--- src/rtl/csa_mul_iter_32_if.sv ---
// Operand/result bundle between the issuing stage and csa_mul_iter_32.
// master drives operands, slave returns the carry-save result.
interface csa_mul_iter_32_if;
    logic        v_in;
    logic [31:0] a_in;
    logic [31:0] b_in;
    logic        ready_out;
    logic [31:0] sum_out;
    logic [31:0] carry_out;
    logic        v_out;

    modport master (
        output v_in, a_in, b_in,
        input  ready_out, sum_out, carry_out, v_out
    );

    modport slave (
        input  v_in, a_in, b_in,
        output ready_out, sum_out, carry_out, v_out
    );
endinterface

--- src/rtl/csa_mul_iter_32.sv ---
// Iterative shift-and-add multiplier front end, carry-save result (low 32 bits).
// CSA_MUL_EARLY_EXIT_EN: finish as soon as the remaining multiplier is zero.
module csa_mul_iter_32 #(
    parameter int BPC = 4
) (
    input logic              clk,
    input logic              rst,
    csa_mul_iter_32_if.slave bus
);
    localparam int N = 32 / BPC;

    if (!(BPC == 1 || BPC == 2 || BPC == 4 || BPC == 8)) begin : g_bad_bpc
        $error("csa_mul_iter_32: BPC must be 1, 2, 4 or 8");
    end

    typedef enum logic [1:0] {IDLE, RUN, DONE} state_t;

    state_t      state;
    state_t      state_nx;
    logic [31:0] mcand;
    logic [31:0] mplier;
    logic [31:0] acc_s;
    logic [31:0] acc_c;
    logic [31:0] s_nx;
    logic [31:0] c_nx;
    logic [31:0] cp_s;
    logic [31:0] cp_c;
    logic [31:0] sum_q;
    logic [31:0] carry_q;
    logic        accept;
    logic        finish;
    logic        step;

    assign accept = bus.v_in && (state != RUN);

    // 3:2 chain over {acc_s, acc_c<<1, pp_0..pp_BPC-1}; carry kept unshifted
    always_comb begin
        logic [31:0] s;
        logic [31:0] cs;
        logic [31:0] pp;
        logic [31:0] maj;
        s   = acc_s;
        cs  = acc_c << 1;
        pp  = '0;
        maj = '0;
        for (int k = 0; k < BPC; k++) begin
            pp  = mplier[k] ? (mcand << k) : '0;
            maj = (s & cs) | (s & pp) | (cs & pp);
            s   = s ^ cs ^ pp;
            cs  = maj << 1;
        end
        s_nx = s;
        c_nx = maj;
    end

`ifdef CSA_MUL_EARLY_EXIT_EN
    // Exit cycle does no accumulation, so the stored acc is the result
    assign finish = (mplier == '0);
    assign step   = !finish;
    assign cp_s   = acc_s;
    assign cp_c   = acc_c;
`else
    logic [5:0] iter;
    assign finish = (iter == 6'(N - 1));
    assign step   = 1'b1;
    assign cp_s   = s_nx;
    assign cp_c   = c_nx;
`endif

    always_comb begin
        state_nx = state;
        unique case (state)
            IDLE:    if (accept) state_nx = RUN;
            RUN:     if (finish) state_nx = DONE;
            DONE:    state_nx = accept ? RUN : IDLE;
            default: state_nx = IDLE;
        endcase
    end

    always_ff @(posedge clk) begin
        if (rst) begin
            state   <= IDLE;
            mcand   <= '0;
            mplier  <= '0;
            acc_s   <= '0;
            acc_c   <= '0;
            sum_q   <= '0;
            carry_q <= '0;
`ifndef CSA_MUL_EARLY_EXIT_EN
            iter    <= '0;
`endif
        end else begin
            state <= state_nx;
            if (accept) begin
                mcand  <= bus.a_in;
                mplier <= bus.b_in;
                acc_s  <= '0;
                acc_c  <= '0;
`ifndef CSA_MUL_EARLY_EXIT_EN
                iter   <= '0;
`endif
            end else if (state == RUN) begin
                if (finish) begin
                    sum_q   <= cp_s;
                    carry_q <= cp_c;
                end
                if (step) begin
                    acc_s  <= s_nx;
                    acc_c  <= c_nx;
                    mcand  <= mcand << BPC;
                    mplier <= mplier >> BPC;
`ifndef CSA_MUL_EARLY_EXIT_EN
                    iter   <= iter + 6'd1;
`endif
                end
            end
        end
    end

    assign bus.ready_out = (state != RUN);
    assign bus.v_out     = (state == DONE);
    assign bus.sum_out   = sum_q;
    assign bus.carry_out = carry_q;
endmodule

--- src/flat_wrapper.sv ---
// flat-port wrapper written by rule: the top's interface ports become plain ports
module csa_mul_iter_32_flat 
#(
    parameter int BPC = 4
)
  (clk, rst, bus_v_in, bus_a_in, bus_b_in, bus_ready_out, bus_sum_out, bus_carry_out, bus_v_out);
  csa_mul_iter_32_if bus_i ();
  input logic clk;
  input logic rst;
  input wire logic [$bits(bus_i.v_in)-1:0] bus_v_in;
  input wire logic [$bits(bus_i.a_in)-1:0] bus_a_in;
  input wire logic [$bits(bus_i.b_in)-1:0] bus_b_in;
  output wire logic [$bits(bus_i.ready_out)-1:0] bus_ready_out;
  output wire logic [$bits(bus_i.sum_out)-1:0] bus_sum_out;
  output wire logic [$bits(bus_i.carry_out)-1:0] bus_carry_out;
  output wire logic [$bits(bus_i.v_out)-1:0] bus_v_out;
  assign bus_i.v_in = bus_v_in;
  assign bus_i.a_in = bus_a_in;
  assign bus_i.b_in = bus_b_in;
  assign bus_ready_out = bus_i.ready_out;
  assign bus_sum_out = bus_i.sum_out;
  assign bus_carry_out = bus_i.carry_out;
  assign bus_v_out = bus_i.v_out;
  csa_mul_iter_32 #(.BPC(BPC)) u_core (.clk(clk), .rst(rst), .bus(bus_i));
endmodule
--- config.mk ---
export PLATFORM = sky130hd
export DESIGN_NAME = csa_mul_iter_32_flat
export DESIGN_NICKNAME = d
export VERILOG_FILES = /design/src/rtl/csa_mul_iter_32_if.sv /design/src/rtl/csa_mul_iter_32.sv /design/src/flat_wrapper.sv
export SDC_FILE = /design/constraint.sdc
export NUM_CORES = 1
export LEC_CHECK = 0
export ABC_CLOCK_PERIOD_IN_PS = 6850
export CORE_ASPECT_RATIO = 1.25
export CORE_MARGIN = 5
export CORE_UTILIZATION = 39
export CTS_CLUSTER_SIZE = 12
export DETAILED_ROUTE_END_ITERATION = 10
export GPL_TIMING_DRIVEN = 0
export PLACE_DENSITY = 0.62
export SLEW_MARGIN = 0
export SYNTH_ARGS = -nofsm -noshare
export SYNTH_HDL_FRONTEND = slang
export SYNTH_SLANG_ARGS = --single-unit
--- constraint.sdc ---
create_clock -name clk -period 6.85 [get_ports clk]
set_input_delay 0.685 -clock clk [delete_from_list [all_inputs] [get_ports clk]]
set_output_delay 0.685 -clock clk [all_outputs]
set_load 0.02 [all_outputs]
Yosys cells after proc, flatten, opt, wreduce, memory -nomap -nowiden. Cells that the tools add are included.

Register bits after elaboration: 199. Logic and storage cells: 62.

Bitwise logic cells: 29. Multiplexer cells: 12. Add/sub/neg operators: 1. Reduce and logical (&&, ||, !) cells: 6. Equality and inequality tests: 6.

Operators with widths (number): 31-bit bitwise AND (9); 32-bit two-way mux (8); 32-bit bitwise XOR (8); 31-bit bitwise OR (6); 32-bit bitwise AND (3); 32-bit bitwise OR (2); 6-bit by 1-bit adder with 6-bit output (second input constant) (1); 6-bit by 3-bit == test with 1-bit output (second input constant) (1); 2-bit by 1-bit != test with 1-bit output (second input constant) (3); 2-bit one-hot mux with 3 select lines (1); 2-bit two-way mux (2); 3-bit AND reduction (1); 2-bit by 1-bit == test with 1-bit output (second input constant) (1); 2-bit == test (second input constant) (1); 2-bit logical NOT (1); 2-bit AND reduction (1); 2-bit nonzero test (1); 2-bit OR reduction (1); 1-bit logical AND (1); 1-bit two-way mux (1); 1-bit NOT (1).

Logic depth before layout (Yosys ltp).
Depth after elaboration: 13. Gate-level depth with buffers: 11. Mapped depth without buffers: 10.

Least setup slack after synthesis. Ideal clock, no wire load.

Path kind: reg2reg. Start point: register u_core.mplier[0]. End point: register u_core.sum_q[5], in the netlist u_core.bus.sum_out[5]. Period minus slack after synthesis: 2.859 ns. Slack: 3.991 ns. Stages on the path, launching flop included: 11. Arrival time: 2.789 ns. Cell sequence: dfxtp_1 -> clkbuf_1 -> and2_1 -> fa_1 -> inv_1 -> fa_1 -> fa_1 -> inv_1 -> fa_1 -> nand3_1 -> a21oi_1.

Cells in the longest elaborated chain, start to end: 12.

RTL lines: from (decl) (line csa_mul_iter_32.sv:21) `logic [31:0] mplier;`; from (signal assigned) (line csa_mul_iter_32.sv:96) `mplier <= bus.b_in;`; from (signal assigned) (line csa_mul_iter_32.sv:111) `mplier <= mplier >> BPC;`; 32-bit two-way mux * (line csa_mul_iter_32.sv:47) `pp = mplier[k] ? (mcand << k) : '0;`; 31-bit bitwise AND (line csa_mul_iter_32.sv:48) `maj = (s & cs) | (s & pp) | (cs & pp);`; 31-bit bitwise OR (2 in a row) (line csa_mul_iter_32.sv:48); 31-bit bitwise AND (line csa_mul_iter_32.sv:48); 31-bit bitwise OR (2 in a row) (line csa_mul_iter_32.sv:48); 31-bit bitwise AND (line csa_mul_iter_32.sv:48); 31-bit bitwise OR (2 in a row) (line csa_mul_iter_32.sv:48); 32-bit bitwise XOR * (2 in a row) (line csa_mul_iter_32.sv:49) `s = s ^ cs ^ pp;`; via u_core.cp_s[5] (line csa_mul_iter_32.sv:26) `logic [31:0] cp_s;`; to (signal assigned) (line csa_mul_iter_32.sv:104) `sum_q <= cp_s;`; to (decl) (line csa_mul_iter_32.sv:28) `logic [31:0] sum_q;`.

Mark *: on every way through the listed nets, which the timed path passes. The rest lies on a longest branch. A chain may end at the register's enable or synchronous reset.

Worst setup path in the final report. Ends and elaborated chain as after synthesis.

==> impl_metrics.csv <==
group,metric,value,unit
yosys,synth-edff-count,0,
grt,overflow,0,
setup_path,crit_top_cell,"fa_1",
clock_tree,clock_latency,0.46,ns
finish,multi_input_area,6260,um^2
sta,slew_violations,0,
yosys,yosysTopAreaCellShare,35.2,%
sta,clock_skew,0.0155,ns
floorplan,ios,133,
worst_hold_path,hold_depth,2,
yosys,syn-cell-area,11000,um^2
pwr,ir_worst_vdd,0.164,mV
clock_tree,cts_hold_buf,0,
yosys,ys.flop_type,"dfxtp_1",
finish,layoutNonFillerInstCount,1745,
grt,antenna_found_initial,0,
clock_tree,post_cts_buffers,0,
finish,fin_area,13300,um^2
clock_tree,h-tree-depth,4,
sta,max_freq,0.276,GHz
floorplan,dieArea,31600,um^2
route,via_count,9070,
place,place_ws,3.27,ns
place,dp.cells,1713,
floorplan,rows,68,
clock_tree,cts_buffers,17,
grt,grt_use_met3,3.88,%
grt,grt_pass1_vias,9395,
clock_tree,cts-root-buf,"clkbuf_16",
place,port_buffers,129,
finish,nets,1569,
clock_tree,cts.sinks,193,
yosys,synth-seq-cells,193,
clock_tree,cts_tree,"done",
setup_path,critPathArrivalTime,3.99,ns
setup_path,worst-path-max-fanout,10,
finish,syn2layout_area_growth,21.0,%
sta,worst_pin_slew,0.956,ns
route,wl,32900,um
yosys,synthTopCellsByCount,"193 x dfxtp_1, 159 x nand2_1, 125 x a21oi_1",
sta,fin_crit_sh,52.8,%
setup_path,crit_chain,"clkbuf_1 > and2_1 > fa_1 > inv_1 > fa_1 > fa_1 > inv_1 > fa_1 > nand3_1 > a21oi_1",
route,first_pass_iters,5,
yosys,async_flop_share,0,%
finish,drive_above_1_share,4.95,%
yosys,avgSynthCellArea,8.91,um^2
setup_path,crit_path_end_kind,"flip-flop",
place,dp_hpwl,25300,um
grt,met1_usage,25.7,%
route,detail_route.wl_per_cell,18.8,um
setup_path,crit_start,"u_core.mplier[0]",
sta,slew_headroom,35.9,%
floorplan,core,27700,um^2
flow_run,maxCapViolCount,0,
grt,grt_max_degree,20,
setup_path,rrSetupSlack,3.23,ns
finish,fillerInstances,2705,
sta,hold_viol_final,0,
sta,rsz0062_at_grt,"no",
place,placed_area,12700,um^2
status,status,"finished, final reports clean",
pwr,leakage,5.37,nW
worst_hold_path,hold_class,"flip-flop to flip-flop",
setup_path,worstPathRequired,7.22,ns
setup_path,timing.rr.end,"u_core.bus.sum_out[5]",
sta,tns,0,ns
setup_path,cpMaxStageDelayCell,"clkbuf_1",
grt,top_usage_layer,"met2",
yosys,yosysSeqAreaShare,35.2,%
sta,setup_ws,3.23,ns
floorplan,fp.dieH,198,um
setup_path,cp-endpoint,"u_core.bus.sum_out[5]",
floorplan,initial_utilization,39.6,%
route,viasPerCell,5.20,
yosys,yosysWarningCount,0,
finish,regArea,3860,um^2
yosys,synthMostInstantiatedCell,"dfxtp_1",
setup_path,worstSetupPathType,"flip-flop to flip-flop",
route,drc,0,
yosys,syn_inst,1232,
place,place_congestion,0.875,
setup_path,cp_slowest_stage_delay,0.52,ns
setup_path,rr_worst_depth,10,
sta,fin_crit,3.62,ns
pwr,powerDensity,196,nW/um^2
clock_tree,path_clk_slew,0.08,ns
yosys,ys_types,35,
route,drt_iter0_drc,533,
floorplan,die_w,160,um
yosys,synth_top_area_cell,"dfxtp_1",
sta,setup_viol,0,
setup_path,setup.worst_path.start_class,"flip-flop",
setup_path,r2r_start,"u_core.mplier[0]",
finish,diodes,0,
grt,grt_usage,21.1,%
clock_tree,cts_resized,0,
route,ant_nets,0,
grt,grt_use_met2,36.8,%
grt,grt_pass1_wl,51900,um
clock_tree,cts_buffer_depth,2,
yosys,synth.area.top_cells,"dfxtp_1 35%, fa_1 21%, mux2i_1 5.8%, a21oi_1 5.7%, nand2_1 5.4%",
-- layout by cell type (no fill, tap or decap), drive strengths merged, types with 2 or more instances in the layout --
master         instances
dfxtp                193
nand2                159
clkdlybuf4s50        129
inv                  129
a21oi                125
fa                   115
and2                  85
clkbuf                73
nor2                  67
mux2i                 64
o21ai                 63
nand3                 61
a211oi                57
buf                   41
xnor2                  5
ha                     5
or3                    3
conb                   3
nand2b                 2
clkinv                 2
nor3                   2
-- worst max-delay path: cells and delay by family (launching register included) --
family,cells,cell delay (ns)
DFF,1,0.51
buffers and inverters,3,0.65
AOI/OAI and AO/OA,1,0.16
adders and majority gates,4,1.85
and+or+nand+nor,2,0.37
-- metal layers --
layer  vias up  part of all wire, %
li1       4273                    -
met1      4447                   41
met2       294                   50
met3        56                  5.9
met4         0                  3.3
met5         -                    0
-- worst min-delay path by stage --
stage,start,end,slack (ns)
detailed placement,u_core.acc_s[30],u_core.acc_s[30],0.45
global route,u_core.acc_c[30],u_core.acc_c[30],0.49
floorplan,u_core.acc_c[29],u_core.acc_c[29],0.44
finish,u_core.acc_s[30],u_core.acc_s[30],0.46
CTS,u_core.acc_s[30],u_core.acc_s[30],0.46
global placement,u_core.acc_s[4],u_core.acc_s[4],0.44
-- report_power, final --
group / internal, W / switching [W] / leakage [nW] / total, W
Combinational: 0.000161 / 0.000235 / 3.52 / 0.000396
Sequential: 0.00116 / 0.0000486 / 1.57 / 0.00121
Clock: 0.000487 / 0.000512 / 0.276 / 0.000999
Total: 0.00181 / 0.000795 / 5.37 / 0.00261
-- logic make-up (layout without fill, tap and decap cells) --
logic type	after synthesis	in the layout	share of synthesized area [%]
XOR/XNOR	7	7	0.684
AND/OR/NAND/NOR	385	385	16.2
flip-flops	193	193	35.2
buffers and inverters	214	375	7.81
multiplexers	64	64	5.84
AO/OA/AOI/OAI	248	248	12.7
adder cells (fa/ha/maj)	120	120	21.5
other	1	3	0.0342
-- registers in the layout (all words and copies together) (netlist names) --
name and count:
u_core.state 2, u_core.mplier 32, u_core.bus.carry_out 29, u_core.acc_c 28, u_core.iter 6, u_core.acc_s 32, u_core.mcand 32, u_core.bus.sum_out 32
-- per-stage QoR --
step / total power [W] / hold WS, ns / utilization (%)
after global routing: 0.00271 / 0.491 / 47.9
after floorplan: 0.00147 / 0.436 / -
final: 0.00261 / 0.457 / 47.9
after global placement: 0.00163 / 0.442 / 45.8
after CTS: 0.00262 / 0.457 / 47.9
after detailed placement: 0.00163 / 0.447 / 45.8
-- layout make-up --
type | instances | area share [%]
Clock buffer | 19 | 3.26
Sequential cell | 193 | 29.1
Tap cell | 350 | 3.30
Clock inverter | 13 | 1.02
Multi-Input combinational cell | 827 | 47.2
Inverter | 119 | 3.36
Timing Repair Buffer | 129 | 9.72
Buffer | 95 | 3.09
No activity file was read; power rests on OpenSTA's default activity.
==> patch (same flow settings) <==
Make the reset (`rst`) asynchronous in one clocked block.
--- a/src/rtl/csa_mul_iter_32.sv
+++ b/src/rtl/csa_mul_iter_32.sv
@@ -79,3 +79,3 @@
 
-    always_ff @(posedge clk) begin
+    always_ff @(posedge clk or posedge rst) begin
         if (rst) begin
Formal check against the unedited RTL: differs if rst is asserted again (counterexample within 4 cycles, from zero or initial values and one cycle with rst high); with rst held inactive, the same outputs for 4 cycles.
==> patch against the original RTL <==
Worst setup slack improved by 0.092 ns; maximum frequency up 2.6%; routed wire length shrank 7.5%; sequential cell count is the same; area after synthesis fell by 0.14%; critical path depth shrank 2; cell area rose by 0.37%; highest routed layer unchanged.
Power is not compared: it rests on default switching activity, and its combinational part moved more than twofold at a synthesized area within 25%.
==> patch: results (changes against the original RTL) <==
| Metric | Value |
|---|---|
| DRT iter0 DRCs | `556 (was 533)` |
| Post-Synth Adder-Cell Area | `0.216 (was 0.215)` |
| Register area | `4830 um2 (was 3860 um2)` |
| Synth Instances | `1033 (was 1232)` |
| Routability Congestion | `0.880 (was 0.875)` |
| Worst setup path start | `u_core.mplier[0] (unchanged)` |
| Sequential area share after synthesis | `0.441 (was 0.352)` |
| Max incr delay on CP | `0.59 ns (was 0.52 ns)` |
| Largest net degree at the start of global routing | `127 (was 20)` |
| First-pass GRT wire length | `48800 um (was 51900 um)` |
| NonClk Buf Share | `0.132 (was 0.128)` |
| Yosys cell types | `30 (was 35)` |
| Multi-input gate share of the layout cell area | `0.408 (was 0.472)` |
| Actual slew at the worst max-slew pin | `0.789 ns (was 0.956 ns)` |
| Vias in the first global route | `8575 (was 9395)` |
| Count of non-CTS buffers in the layout | `198 (was 224)` |
| Compound-gate portion of the synthesized area | `0.0834 (was 0.127)` |
| Inverters | `68 (was 119)` |
| Vias per cell | `5.17 (was 5.20)` |
| Multi-input combinational gate total | `705 (was 827)` |
| Setup WS post-layout | `3.32 ns (was 3.23 ns)` |
| Outcome | `finished, final reports clean (unchanged)` |
| Worst Setup EP | `u_core.acc_s[7] (was u_core.bus.sum_out[5])` |
| Layout cells sized above 1 | `0.0611 (was 0.0495)` |
| # nets final | `1370 (was 1569)` |
| Finished Core Util | `0.482 (was 0.479)` |
| Multiplexer share of the synthesized area | `0.0612 (was 0.0584)` |
| Ys async rst share | `1.00 (was 0)` |
| Hpwl dp | `22600 um (was 25300 um)` |
| Top_reg_cell synth | `dfrtp_1 (was dfxtp_1)` |
| # clk buffers | `18 (was 19)` |
| WL per Instance | `19.7 um (was 18.8 um)` |
-- patch: cell count changes in the layout (fill, tap and decap cells not counted), moves of 54 or more --
cell and delta:
nor2_1 -56, nand2_1 +56, dfrtp_1 +193, and2_1 -54, a211oi_1 -57, a21oi_1 -125, o21ai_0 +69, dfxtp_1 -193
-- patch: routing by layer --
metal / up-vias / global-route usage / share of wire
met5: - / 0 / 0
met2: 242 / 0.338 / 0.51
li1: 3622 / - / -
met3: 38 / 0.0415 / 0.058
met1: 4082 / 0.253 / 0.41
met4: 0 / 0.0685 / 0.025
-- patch: worst min-delay path by stage --
stage	start	endpoint	slack, ns	cells after the start
after floorplan	u_core.mplier[4]	u_core.mplier[0]	0.45	2
after global placement	u_core.mplier[11]	u_core.mplier[7]	0.46	2
after detailed placement	u_core.bus.carry_out[9]	u_core.bus.carry_out[9]	0.47	2
after CTS	u_core.mplier[25]	u_core.mplier[21]	0.49	2
after global routing	u_core.mplier[14]	u_core.mplier[10]	0.51	2
final	u_core.mplier[25]	u_core.mplier[21]	0.48	2
